--- config.mk ---
export PLATFORM = sky130hd
export DESIGN_NAME = pkmc_page_ctrl
export DESIGN_NICKNAME = d
export VERILOG_FILES = /design/src/rtl/pkmc_page_ctrl.sv
export SDC_FILE = /design/constraint.sdc
export NUM_CORES = 1
export LEC_CHECK = 0
export ABC_AREA = 1
export BUFFER_PORTS_ARGS = -buffer_cell sky130_fd_sc_hd__buf_2
export CORE_ASPECT_RATIO = 0.5
export CORE_MARGIN = 2
export CORE_UTILIZATION = 50
export CTS_BUF_LIST = sky130_fd_sc_hd__clkbuf_8
export CTS_CLUSTER_DIAMETER = 60
export DETAILED_ROUTE_END_ITERATION = 10
export PLACE_DENSITY_LB_ADDON = 0.05
export SLEW_MARGIN = 5
export SYNTH_ARGS = -nofsm -noshare
export SYNTH_HDL_FRONTEND = slang
export SYNTH_SLANG_ARGS = --single-unit
--- constraint.sdc ---
create_clock -name clk -period 2.6 [get_ports clk]
set_input_delay 0.13 -clock clk [delete_from_list [all_inputs] [get_ports clk]]
set_output_delay 0.13 -clock clk [all_outputs]
set_load 0.01 [all_outputs]
--- src/rtl/pkmc_page_ctrl.sv ---
`default_nettype none
// ============================================================================
// Module   : pkmc_page_ctrl
// Purpose  : Open-row SDRAM command sequencer with tRP/tRCD/burst/tRFC spacing
// Revision : 1.0 - initial release
// ============================================================================
module pkmc_page_ctrl #(
    parameter int ROWLEN = 13,
    parameter int COLLEN = 9,
    parameter int TRP    = 2,
    parameter int TRCD   = 2,
    parameter int TBURST = 4,
    parameter int TRFC   = 7
) (
    input  logic              clk,
    input  logic              rst,
    input  logic              req_valid,
    input  logic [ROWLEN-1:0] req_row,
    input  logic [COLLEN-1:0] req_col,
    input  logic              req_we,
    output logic              req_ready,
    input  logic              ref_req,
    output logic              ref_ack,
    output logic [2:0]        cmd,
    output logic [ROWLEN-1:0] cmd_row,
    output logic [COLLEN-1:0] cmd_col
);

    localparam logic [2:0] CMD_NOP = 3'd0;
    localparam logic [2:0] CMD_ACT = 3'd1;
    localparam logic [2:0] CMD_RD  = 3'd2;
    localparam logic [2:0] CMD_WR  = 3'd3;
    localparam logic [2:0] CMD_PRE = 3'd4;
    localparam logic [2:0] CMD_REF = 3'd5;

    localparam logic [3:0] CNT_TRP    = 4'(TRP - 1);
    localparam logic [3:0] CNT_TRCD   = 4'(TRCD - 1);
    localparam logic [3:0] CNT_TBURST = 4'(TBURST - 1);
    localparam logic [3:0] CNT_TRFC   = 4'(TRFC - 1);

    typedef enum logic [2:0] {
        S_IDLE = 3'd0,
        S_WAIT = 3'd1,
        S_PRE  = 3'd2,
        S_ACT  = 3'd3,
        S_RW   = 3'd4,
        S_REF  = 3'd5
    } state_t;

    state_t              state_q, state_d;
    state_t              next_q, next_d;
    state_t              issue;
    logic                row_open_q, row_open_d;
    logic [ROWLEN-1:0]   open_row_q, open_row_d;
    logic [3:0]          cnt_q, cnt_d;
    logic [2:0]          cmd_q, cmd_d;
    logic [ROWLEN-1:0]   cmd_row_q, cmd_row_d;
    logic [COLLEN-1:0]   cmd_col_q, cmd_col_d;
    logic                req_ready_q, req_ready_d;
    logic                ref_ack_q, ref_ack_d;
    logic                hit;

    always_ff @(posedge clk or posedge rst) begin
        if (rst) begin
            state_q     <= S_IDLE;
            next_q      <= S_IDLE;
            row_open_q  <= 1'b0;
            open_row_q  <= '0;
            cnt_q       <= 4'd0;
            cmd_q       <= CMD_NOP;
            cmd_row_q   <= '0;
            cmd_col_q   <= '0;
            req_ready_q <= 1'b0;
            ref_ack_q   <= 1'b0;
        end else begin
            state_q     <= state_d;
            next_q      <= next_d;
            row_open_q  <= row_open_d;
            open_row_q  <= open_row_d;
            cnt_q       <= cnt_d;
            cmd_q       <= cmd_d;
            cmd_row_q   <= cmd_row_d;
            cmd_col_q   <= cmd_col_d;
            req_ready_q <= req_ready_d;
            ref_ack_q   <= ref_ack_d;
        end
    end

    always_comb begin
        state_d     = state_q;
        next_d      = next_q;
        row_open_d  = row_open_q;
        open_row_d  = open_row_q;
        cnt_d       = cnt_q;
        cmd_d       = CMD_NOP;
        cmd_row_d   = cmd_row_q;
        cmd_col_d   = cmd_col_q;
        req_ready_d = 1'b0;
        ref_ack_d   = 1'b0;
        issue       = S_IDLE;
        hit         = row_open_q && (open_row_q == req_row);

        // First pick which command (if any) goes out this edge.
        case (state_q)
            S_IDLE: begin
                if (ref_req) begin
                    issue = row_open_q ? S_PRE : S_REF;
                end else if (req_valid) begin
                    if (hit) begin
                        issue = S_RW;
                    end else if (row_open_q) begin
                        issue = S_PRE;
                    end else begin
                        issue = S_ACT;
                    end
                end
            end
            S_WAIT: begin
                if (cnt_q != 4'd0) begin
                    cnt_d = cnt_q - 4'd1;
                end else if (next_q == S_IDLE) begin
                    state_d = S_IDLE;
                end else begin
                    issue = next_q;
                end
            end
            default: state_d = S_IDLE;
        endcase

        // PRE is only ever issued from IDLE, so ref_req there tells which
        // sequence it belongs to.
        case (issue)
            S_PRE: begin
                cmd_d      = CMD_PRE;
                row_open_d = 1'b0;
                cnt_d      = CNT_TRP;
                next_d     = ref_req ? S_REF : S_ACT;
                state_d    = S_WAIT;
            end
            S_ACT: begin
                cmd_d      = CMD_ACT;
                row_open_d = 1'b1;
                open_row_d = req_row;
                cmd_row_d  = req_row;
                cnt_d      = CNT_TRCD;
                next_d     = S_RW;
                state_d    = S_WAIT;
            end
            S_RW: begin
                cmd_d       = req_we ? CMD_WR : CMD_RD;
                cmd_col_d   = req_col;
                req_ready_d = 1'b1;
                cnt_d       = CNT_TBURST;
                next_d      = S_IDLE;
                state_d     = S_WAIT;
            end
            S_REF: begin
                cmd_d      = CMD_REF;
                ref_ack_d  = 1'b1;
                row_open_d = 1'b0;
                cnt_d      = CNT_TRFC;
                next_d     = S_IDLE;
                state_d    = S_WAIT;
            end
            default: ;
        endcase
    end

    assign req_ready = req_ready_q;
    assign ref_ack   = ref_ack_q;
    assign cmd       = cmd_q;
    assign cmd_row   = cmd_row_q;
    assign cmd_col   = cmd_col_q;

endmodule
`default_nettype wire

==> flow_metrics.py <==
metrics = {
    "yosys": {
        "ys_warn_count": 0,
        "synthCells": 240,
        "async_flop_share_pct": 100.0,
        "syn_nets": 269,
        "syn_area_um2": 1838,
        "yosys.area.top_type": "dfrtp_1",
        "ys_ff_latch": 35,
        "synth.most_common_cell": "nand2_1",
        "avgSynthCellArea_um2": 7.658,
        "ys_top_cells_by_count": "nand2_1, dfrtp_1, inv_1, nor2_1, nand2_2",
        "synth_top_area_share_pct": 47.65,
        "synth-edff-count": 0,
        "yosysSeqAreaShare_pct": 47.65,
        "synthTopCellsByArea": "dfrtp_1, nand2_1, inv_1",
        "synth-main-ff-cell": "dfrtp_1",
        "synthDistinctLibCells": 26,
    },
    "floorplan": {
        "die_x_um": 89.75,
        "io_pins": 54,
        "num_rows": 15,
        "core_area_um2": 3472,
        "die-area_um2": 4206,
        "chipHeight_um": 46.87,
        "initial_core_util_pct": 52.94,
    },
    "sta": {
        "min_period_over_period_pct": 79.03,
        "hold_viol_final": 0,
        "setup_violations": 0,
        "fmaxAchievable_ghz": 0.4867,
        "worstMarginPinSlew_ps": 677.7,
        "finClkSkew_ps": 4.629,
        "setup-tns-final_ps": 0,
        "relSlewSlack_pct": 54.77,
        "drv_slew": 0,
        "final.setup.worst_slack_ps": 545.3,
        "period_needed_ps": 2055,
        "rsz0062_at_grt": "false",
    },
    "critical_path": {
        "setup.worst_path.start": "cnt_q[0]",
        "cp-endpoint": "cmd_row[10]",
        "reg2reg_depth": 12,
        "r2r-start": "cnt_q[0]",
        "arrival_ps": 2220,
        "cp_data_required_time_ps": 2760,
        "r2r_slack_ps": 550,
        "cp-end-kind": "flip-flop",
        "cp_max_fo": 16,
        "crit_type": "reg -> reg",
        "r2r-end": "cmd_row[10]",
        "cp-start-kind": "flip-flop",
    },
    "route": {
        "first_pass_iters": 4,
        "wl_per_cell_um": 10.39,
        "antenna_left": 0,
        "drtIter0Drc": 48,
        "wl_um": 3646,
        "detail_route.vias_per_cell": 4.538,
        "vias": 1593,
        "drc_errors": 0,
    },
    "outcome": {
        "status": "finished clean",
    },
    "layout": {
        "regArea_um2": 875.8,
        "stdcell_area_um2": 2247,
        "syn_to_final_growth_pct": 22.26,
        "num_antenna_cells": 0,
        "final_util_pct": 64.72,
        "fin_cells": 351,
        "multiInputGateArea_um2": 763.2,
        "fillers": 335,
        "nNetsFinal": 328,
        "drive_gt1_share_pct": 28.67,
    },
    "clock_network": {
        "cts_resized": 0,
        "insertion_delay_ps": 280,
        "clkTransAtPathRegs_ps": 70,
        "root_buffer": "clkbuf_8",
        "cts_inserted_buffers": 5,
        "clockBufferDepth": 2,
        "cts_num_sinks": 35,
        "htreeDepth": 2,
        "cts_tree": "built",
    },
    "job": {
        "drv_cap": 0,
    },
    "global_route": {
        "overflow": 0,
        "grt_pass1_vias": 1482,
        "grt_pass1_wl_um": 6417,
        "use_met1_pct": 24.44,
        "grt_max_degree": 19,
        "antenna_found_initial": 0,
        "met3_usage_pct": 6.581,
        "grt_use_total_pct": 19.55,
        "grt-busiest-layer": "met2",
        "gr-usage-met2_pct": 34.70,
    },
    "placed_design": {
        "dp.cells": 342,
        "placed_area_um2": 2137,
        "io_buffers": 53,
        "hpwlAfterDp_um": 2725,
        "post-place-ws_ps": 561.5,
        "gp_congestion": 0.7964,
    },
    "pwr": {
        "power_density_nw_per_um2": 454.2,
        "peakVddDrop_v": 0.0002962,
        "p_leak_nw": 1.355,
    },
    "worst_hold_path": {
        "worstHoldPathType": "in -> reg",
    },
}
## layer usage
layer / vias to the layer above / part of all wire (%)
li1: 840 / -
met1: 707 / 48
met2: 42 / 45
met3: 4 / 6.5
met4: 0 / 0.52
met5: - / 0
## cells in the final DEF, fill, tap and decap left out, drive strengths merged
cell type / n
o21ai: 14
dfrtp: 35
xor2: 2
o21bai: 1
o211ai: 1
or2: 1
xnor2: 1
nand4: 3
buf: 56
inv: 40
ha: 2
nand3: 10
dlygate4sd3: 1
a21oi: 1
nor2: 21
o22ai: 1
nor3: 2
clkbuf: 7
nand2: 101
## how the worst min path moves through the flow
stage                          start         end  slack, ps  cells after the start
after global placement           rst     ref_ack        260                      2
final                     req_col[0]  cmd_col[0]         50                      3
after CTS                 req_col[0]  cmd_col[0]         50                      3
after floorplan              ref_req   next_q[1]        240                      1
after detailed placement         rst     ref_ack        280                      2
after global routing      req_col[7]  cmd_col[7]         50                      3
## critical path, stage by stage (launching register included)
cell and delay (ps):
dfrtp_1 390, inv_1 100, ha_1 150, nand2_1 60, nor2_2 90, inv_1 50
nor2_2 130, inv_2 50, o22ai_2 200, inv_1 130, nor2_4 230, buf_4 250
o21ai_0 100
## kinds of logic after synthesis
| family | synth area share (%) |
|---|---|
| buffers and inverters | 10.82 |
| xor gates and xnor gates | 1.430 |
| DFF | 47.65 |
| adders and majority gates | 1.361 |
| and+or+nand+nor | 33.15 |
| AOI/OAI and AO/OA | 5.582 |
## final cells by class
type | instances | share of cell area (%)
Inverter | 39 | 6.514
Multi-Input combinational cell | 161 | 33.96
Timing Repair Buffer | 57 | 13.25
Clock inverter | 1 | 0.1670
Tap cell | 51 | 2.840
Clock buffer | 7 | 4.287
Sequential cell | 35 | 38.98
## sequential cells by signal (all words and copies together) (netlist names)
name and flops:
cmd_row 13, cmd_col 9, cnt_q 4, next_q 3
cmd 2, ref_ack 1, req_ready 1, row_open_q 1
state_q 1
## report_power, final
| part | leakage (nW) | switching (mW) | internal, mW |
|---|---|---|---|
| combinational | 0.878 | 0.0321 | 0.0231 |
| sequential | 0.421 | 0 | 0.544 |
| clock | 0.0557 | 0.183 | 0.238 |
| total | 1.36 | 0.215 | 0.805 |
## stage by stage
| stage | power (mW) | hold WS (ps) |
|---|---|---|
| 4_1_cts | 1.038 | 46.76 |
| 6_report | 1.021 | 51.91 |
| 3_5_place_dp | 0.6098 | 276.0 |
| 2_1_floorplan | 0.5772 | 237.9 |
| 3_3_place_gp | 0.6091 | 262.1 |
| 5_1_grt | 1.074 | 45.34 |
## timing repair
item                      CTS  global route
hold buffers                1             0
buffers inserted            0             0
hold endpoints to repair   17             0
(Power assumes the default switching activity.)
